File: config.mk
export PLATFORM = sky130hd
export DESIGN_NAME = quantum_scheduler
export DESIGN_NICKNAME = d
export VERILOG_FILES = /design/src/rtl/quantum_scheduler_pkg.sv /design/src/rtl/quantum_scheduler_counter.sv /design/src/rtl/quantum_scheduler.sv
export SDC_FILE = /design/constraint.sdc
export NUM_CORES = 1
export LEC_CHECK = 0
export CAP_MARGIN = 15
export CORE_MARGIN = 2
export CORE_UTILIZATION = 38
export CTS_CLUSTER_DIAMETER = 100
export DETAILED_ROUTE_END_ITERATION = 10
export PLACE_DENSITY = 0.85
export SYNTH_ARGS = -nofsm -noshare
export SYNTH_HDL_FRONTEND = slang
export SYNTH_SLANG_ARGS = --single-unit
File: constraint.sdc
create_clock -name clock -period 2.25 [get_ports clock]
set_clock_uncertainty 0.1 [all_clocks]
set_input_delay 0.225 -clock clock [delete_from_list [all_inputs] [get_ports clock]]
set_output_delay 0.225 -clock clock [all_outputs]
set_load 0.03 [all_outputs]
File: src/rtl/quantum_scheduler_pkg.sv
// Shared definitions for the preemptive quantum scheduler: state encoding,
// reset defaults and the I/O-space addresses the OS uses to reach the block.
package quantum_scheduler_pkg;

   localparam int unsigned QS_QW            = 16;
   localparam int unsigned QS_PCW           = 32;
   localparam int unsigned QS_SWC_W         = 8;
   localparam int unsigned QS_DEFAULT_QUANT = 100;
   localparam logic [31:0] QS_HANDLER_ADDR  = 32'd0;

   // I/O-space map: savedPC and switchCount are read-only, cfgQuantum is write-only
   localparam logic [31:0] QS_IO_SAVED_PC_ADDR     = 32'h0000_FF00;
   localparam logic [31:0] QS_IO_SWITCH_COUNT_ADDR = 32'h0000_FF04;
   localparam logic [31:0] QS_IO_CFG_QUANTUM_ADDR  = 32'h0000_FF08;

   typedef enum logic [1:0] {
      ST_IDLE    = 2'd0,
      ST_RUN     = 2'd1,
      ST_REQUEST = 2'd2,
      ST_KERNEL  = 2'd3
   } sched_state_e;

endpackage

File: src/rtl/quantum_scheduler_counter.sv
// Loadable down-counter for the remaining slice length, with clear and zero flag.
module quantum_counter
   import quantum_scheduler_pkg::*;
#(
   parameter int unsigned QW = QS_QW
) (
   input  logic          clk,
   input  logic          rst,
   input  logic          clear,
   input  logic          load,
   input  logic [QW-1:0] load_value,
   input  logic          dec_en,
   output logic [QW-1:0] count,
   output logic          zero_c
);

   logic [QW-1:0] count_d;
   logic [QW-1:0] count_q;

   // clear beats load beats decrement
   always_comb begin
      count_d = count_q;
      if (clear) begin
         count_d = '0;
      end else if (load) begin
         count_d = load_value;
      end else if (dec_en) begin
         count_d = count_q - QW'(1);
      end
   end

   always_ff @(posedge clk) begin
      if (rst) begin
         count_q <= '0;
      end else begin
         count_q <= count_d;
      end
   end

   assign count  = count_q;
   assign zero_c = (count_q == '0);

endmodule

File: src/rtl/quantum_scheduler.sv
// Preemptive time-slice controller: counts retired instructions against a quantum
// and, at expiry, redirects the CPU to the kernel handler at the next boundary.
module quantum_scheduler
   import quantum_scheduler_pkg::*;
#(
   parameter int unsigned     QW            = QS_QW,
   parameter int unsigned     PCW           = QS_PCW,
   parameter logic [QW-1:0]   DEFAULT_QUANT = QW'(QS_DEFAULT_QUANT),
   parameter logic [PCW-1:0]  HANDLER_ADDR  = PCW'(QS_HANDLER_ADDR)
) (
   input  logic                clock,
   input  logic                reset,
   input  logic                instrRetire,
   input  logic                halt,
   input  logic                timerEnable,
   input  logic                cfgWrite,
   input  logic [QW-1:0]       cfgQuantum,
   input  logic [PCW-1:0]      pcAtual,
   input  logic                swapAck,
   output logic                irqPending,
   output logic                pcForce,
   output logic [PCW-1:0]      pcForceValue,
   output logic [PCW-1:0]      savedPC,
   output logic                inKernel,
   output logic [QW-1:0]       counter,
   output logic [QS_SWC_W-1:0] switchCount
);

   sched_state_e          state_d, state_q;
   logic [QW-1:0]         quantum_d, quantum_q;
   logic [PCW-1:0]        saved_pc_d, saved_pc_q;
   logic [QS_SWC_W-1:0]   switch_count_d, switch_count_q;
   logic                  pc_force_d, pc_force_q;

   logic                  retire_ok;
   logic                  cfg_ok;
   logic                  cnt_clear;
   logic                  cnt_load;
   logic                  cnt_dec;
   logic [QW-1:0]         cnt_value;
   logic                  cnt_zero;

   assign retire_ok = instrRetire && !halt;
   assign cfg_ok    = cfgWrite && (cfgQuantum != '0);

   // A reload in the same cycle as a config write picks up the new quantum
   assign quantum_d = cfg_ok ? cfgQuantum : quantum_q;

   quantum_counter #(
      .QW(QW)
   ) u_counter (
      .clk       (clock),
      .rst       (reset),
      .clear     (cnt_clear),
      .load      (cnt_load),
      .load_value(quantum_d),
      .dec_en    (cnt_dec),
      .count     (cnt_value),
      .zero_c    (cnt_zero)
   );

   always_comb begin
      state_d        = state_q;
      saved_pc_d     = saved_pc_q;
      switch_count_d = switch_count_q;
      pc_force_d     = 1'b0;
      cnt_clear      = 1'b0;
      cnt_load       = 1'b0;
      cnt_dec        = 1'b0;

      unique case (state_q)
         ST_IDLE: begin
            if (timerEnable) begin
               state_d  = ST_RUN;
               cnt_load = 1'b1;
            end else begin
               cnt_clear = 1'b1;
            end
         end

         ST_RUN: begin
            if (!timerEnable) begin
               state_d   = ST_IDLE;
               cnt_clear = 1'b1;
            end else if (retire_ok && !cnt_zero) begin
               cnt_dec = 1'b1;
               if (cnt_value == QW'(1)) begin
                  state_d = ST_REQUEST;
               end
            end
         end

         // Wait for the next instruction boundary, then capture the resume point
         ST_REQUEST: begin
            if (!timerEnable) begin
               state_d = ST_IDLE;
            end else if (retire_ok) begin
               state_d        = ST_KERNEL;
               saved_pc_d     = pcAtual;
               pc_force_d     = 1'b1;
               switch_count_d = switch_count_q + QS_SWC_W'(1);
            end
         end

         ST_KERNEL: begin
            if (swapAck) begin
               if (timerEnable) begin
                  state_d  = ST_RUN;
                  cnt_load = 1'b1;
               end else begin
                  state_d = ST_IDLE;
               end
            end
         end

         default: begin
            state_d   = ST_IDLE;
            cnt_clear = 1'b1;
         end
      endcase
   end

   always_ff @(posedge clock) begin
      if (reset) begin
         state_q        <= ST_IDLE;
         quantum_q      <= DEFAULT_QUANT;
         saved_pc_q     <= '0;
         switch_count_q <= '0;
         pc_force_q     <= 1'b0;
      end else begin
         state_q        <= state_d;
         quantum_q      <= quantum_d;
         saved_pc_q     <= saved_pc_d;
         switch_count_q <= switch_count_d;
         pc_force_q     <= pc_force_d;
      end
   end

   assign irqPending   = (state_q == ST_REQUEST);
   assign inKernel     = (state_q == ST_KERNEL);
   assign pcForce      = pc_force_q;
   assign pcForceValue = HANDLER_ADDR;
   assign savedPC      = saved_pc_q;
   assign switchCount  = switch_count_q;
   assign counter      = cnt_value;

endmodule
==> results of run 1 <==
## per-stage QoR
step / util / hold slack, ns / std cells / area (um2)
floorplan: - / 0.261 / 428 / 3510
global placement: 0.558 / 0.341 / 644 / 4820
detailed placement: 0.558 / 0.348 / 644 / 4820
CTS: 0.586 / 0.190 / 661 / 5060
global route: 0.591 / 0.209 / 663 / 5100
finish: 0.591 / 0.188 / 663 / 5100
## cells in the final DEF, fill, tap and decap left out, types with 3 or more instances in the layout
cell	count
ha_1	9
o211a_1	3
dfxtp_4	3
nand4b_1	3
a21oi_1	38
clkinv_2	3
nor4_2	3
a22oi_1	11
inv_1	5
dfxtp_2	3
xor2_1	10
mux2i_1	8
nor2_1	36
conb_1	32
nor3_1	9
or4_1	7
clkbuf_8	9
xnor2_1	8
nand3_1	5
dfxtp_1	69
clkdlybuf4s50_1	112
buf_4	47
o22ai_1	12
nand2_1	73
nand2b_1	5
nand4_1	4
## cell families after synthesis
| group | share of synthesized area |
|---|---|
| AOI/OAI and AO/OA | 0.129 |
| xor gates and xnor gates | 0.0468 |
| adders and majority gates | 0.0334 |
| buffers and inverters | 0.0996 |
| DFF | 0.446 |
| muxes | 0.0305 |
| other | 0.00111 |
| and+or+nand+nor | 0.214 |
## metal layers
metal  vias up  routed length [um]
li1       1599                   -
met1      1511                3680
met2       126                4800
met3        12                 804
met4         0                 142
met5         -                   0
## final timing paths
check / start / endpoint / cells after the start / slack [ns]
worst max-delay path: u_counter.count[12] / state_q[0] / 5 / -0.11
worst min-delay path: reset / state_q[1] / 3 / 0.19
worst max register to register: u_counter.count[12] / state_q[0] / 5 / -0.11
worst min register to register: savedPC[11] / savedPC[11] / 2 / 0.36
## worst max-delay path, delay by kind of cell, from the launching register on
family          cells  cell delay (ns)
flops               1             0.35
compound gates      1             0.30
mux                 1             0.29
simple gates        2             1.03
buf+inv             1             0.18
## power breakdown
group          switching [mW]  internal (mW)  leakage, nW
registers              0.0381           1.38        0.612
logic                   0.477          0.411         1.30
clock network           0.511          0.578        0.108
total                    1.03           2.37         2.02
## area by class of cell
class / count / area (um2)
clock inverters: 6 / 61.3
flip-flops and latches: 75 / 1520
inverters: 6 / 22.5
multi-input cells: 296 / 1710
repair buffers: 162 / 1510
well taps: 108 / 135
fillers: 741 / 3530
clock buffers: 10 / 149
## repair_timing
action,4_1_cts,5_1_grt
hold buffers,0,0
pin swaps,6,5
buffers inserted,1,2
setup endpoints to repair,8,11
gates resized for setup,5,7
## state kept, by name (all words and copies together) (netlist names)
signal           flops
switchCount          8
quantum_q           16
savedPC             32
u_counter.count     16
state_q              2
pcForce              1
==> impl_metrics.env, run 1 <==
export IMPL_status="complete, but fails checks"
export IMPL_violations="setup timing"
export IMPL_met2_usage=0.332
export IMPL_numClockSinks=75
export IMPL_synth_edf_count=0
export IMPL_async_flop_share=0
export IMPL_ios=146
export IMPL_cts_root_buffer="clkbuf_8"
export IMPL_drt_wl_total_um=9420
export IMPL_period_minus_slack_ns=2.36
export IMPL_routabilityCongestion=0.845
export IMPL_synth_seq_area_share=0.446
export IMPL_totalPowerFinal_mw=3.39
export IMPL_finalHoldViolations=0
export IMPL_rsz0062_at_grt="true"
export IMPL_ys_flop_type="dfxtp_1"
export IMPL_synth_area_leaders="dfxtp_1 45%, nand2_1 8.2%, buf_4 7.1%, a21oi_1 5.6%, nor2_1 4.1%"
export IMPL_vdd_drop_max_mv=0.327
export IMPL_crit_top_cell="or4_4"
export IMPL_h_tree_depth=3
export IMPL_slew_viol_final=0
export IMPL_setup_viol=5
export IMPL_drive_gt1_frac=0.160
export IMPL_avgSynthCellArea_um2=8.48
export IMPL_synth_seq_cells=75
export IMPL_worstPathCellList="or4_4 -> or4_4 -> a222oi_1 -> buf_4 -> mux2_4"
export IMPL_endpoint_kind="register"
export IMPL_p_leak_nw=2.02
export IMPL_syn2layout_area_growth_pct=51.5
export IMPL_die_width_um=98.1
export IMPL_start_util=0.390
export IMPL_vias_per_cell=4.90
export IMPL_busiest_layer="met2"
export IMPL_wl_per_cell_um=14.2
export IMPL_route_vias_total=3248
export IMPL_synth_area_um2=3370
export IMPL_pre_cts_slack_ns=-0.294
export IMPL_cp_arrival_ns=2.50
export IMPL_synthTopCellsByCount="75 x dfxtp_1, 74 x nand2_1, 38 x a21oi_1"
export IMPL_fin_tns_setup_ns=-0.293
export IMPL_dpl_hpwl_um=7050
export IMPL_critical_path_required_ns=2.39
export IMPL_clk_path_buf_depth=2
export IMPL_ant_nets=0
export IMPL_crit_fanout=2
export IMPL_cpMaxStageDelayCell="or4_4"
export IMPL_port_buffers=113
export IMPL_cts_tree="yes"
export IMPL_powerDensity_nw_per_um2=665
export IMPL_yosys_warnings=0
export IMPL_drv_cap=0
export IMPL_die_h_um=98.1
export IMPL_synth_top_cell_by_area="dfxtp_1"
export IMPL_layout_nets=614
export IMPL_first_pass_iters=6
export IMPL_use_met3=0.0702
export IMPL_timing_fmax_mhz=424
export IMPL_hold_path_class="primary input to register"
export IMPL_grt_overflow=0
export IMPL_grt_pass1_wl_um=14700
export IMPL_cts_buffers_inserted=9
export IMPL_synth_cells=397
export IMPL_antenna_found_initial=0
export IMPL_clkLatencyLatePin_ns=0.35
export IMPL_yosysUniqueCellTypes=35
export IMPL_crit_type="register to register"
export IMPL_grtUsageTotal=0.188
export IMPL_critPathMaxStageDelay_ns=0.54
export IMPL_grt_max_degree=40
export IMPL_fp_coreArea_um2=8640
export IMPL_use_met1=0.206
export IMPL_die_area_um2=9630
export IMPL_synth_top_area_share=0.446
export IMPL_layout_setup_ws_ns=-0.108
export IMPL_drtIter0Drc=93
export IMPL_rows=34
export IMPL_clk_pin_slew_worst_paths_ns=0.08
export IMPL_synth_most_common_cell="dfxtp_1"
export IMPL_diodes=0
export IMPL_grt_pass1_vias=3172
export IMPL_start_kind="register"
export IMPL_remaining_drc_errors=0
export IMPL_post_route_period_util=1.05
No activity file was read; power rests on OpenSTA's default activity.
==> inputs of run 2 (changes only) <==
Settings changed: CAP_MARGIN 15 to 20, GPL_ROUTABILITY_DRIVEN set to 0.
==> results of run 2 <==
Same layout as run 1: the final DEF is identical, and so are final timing and power.
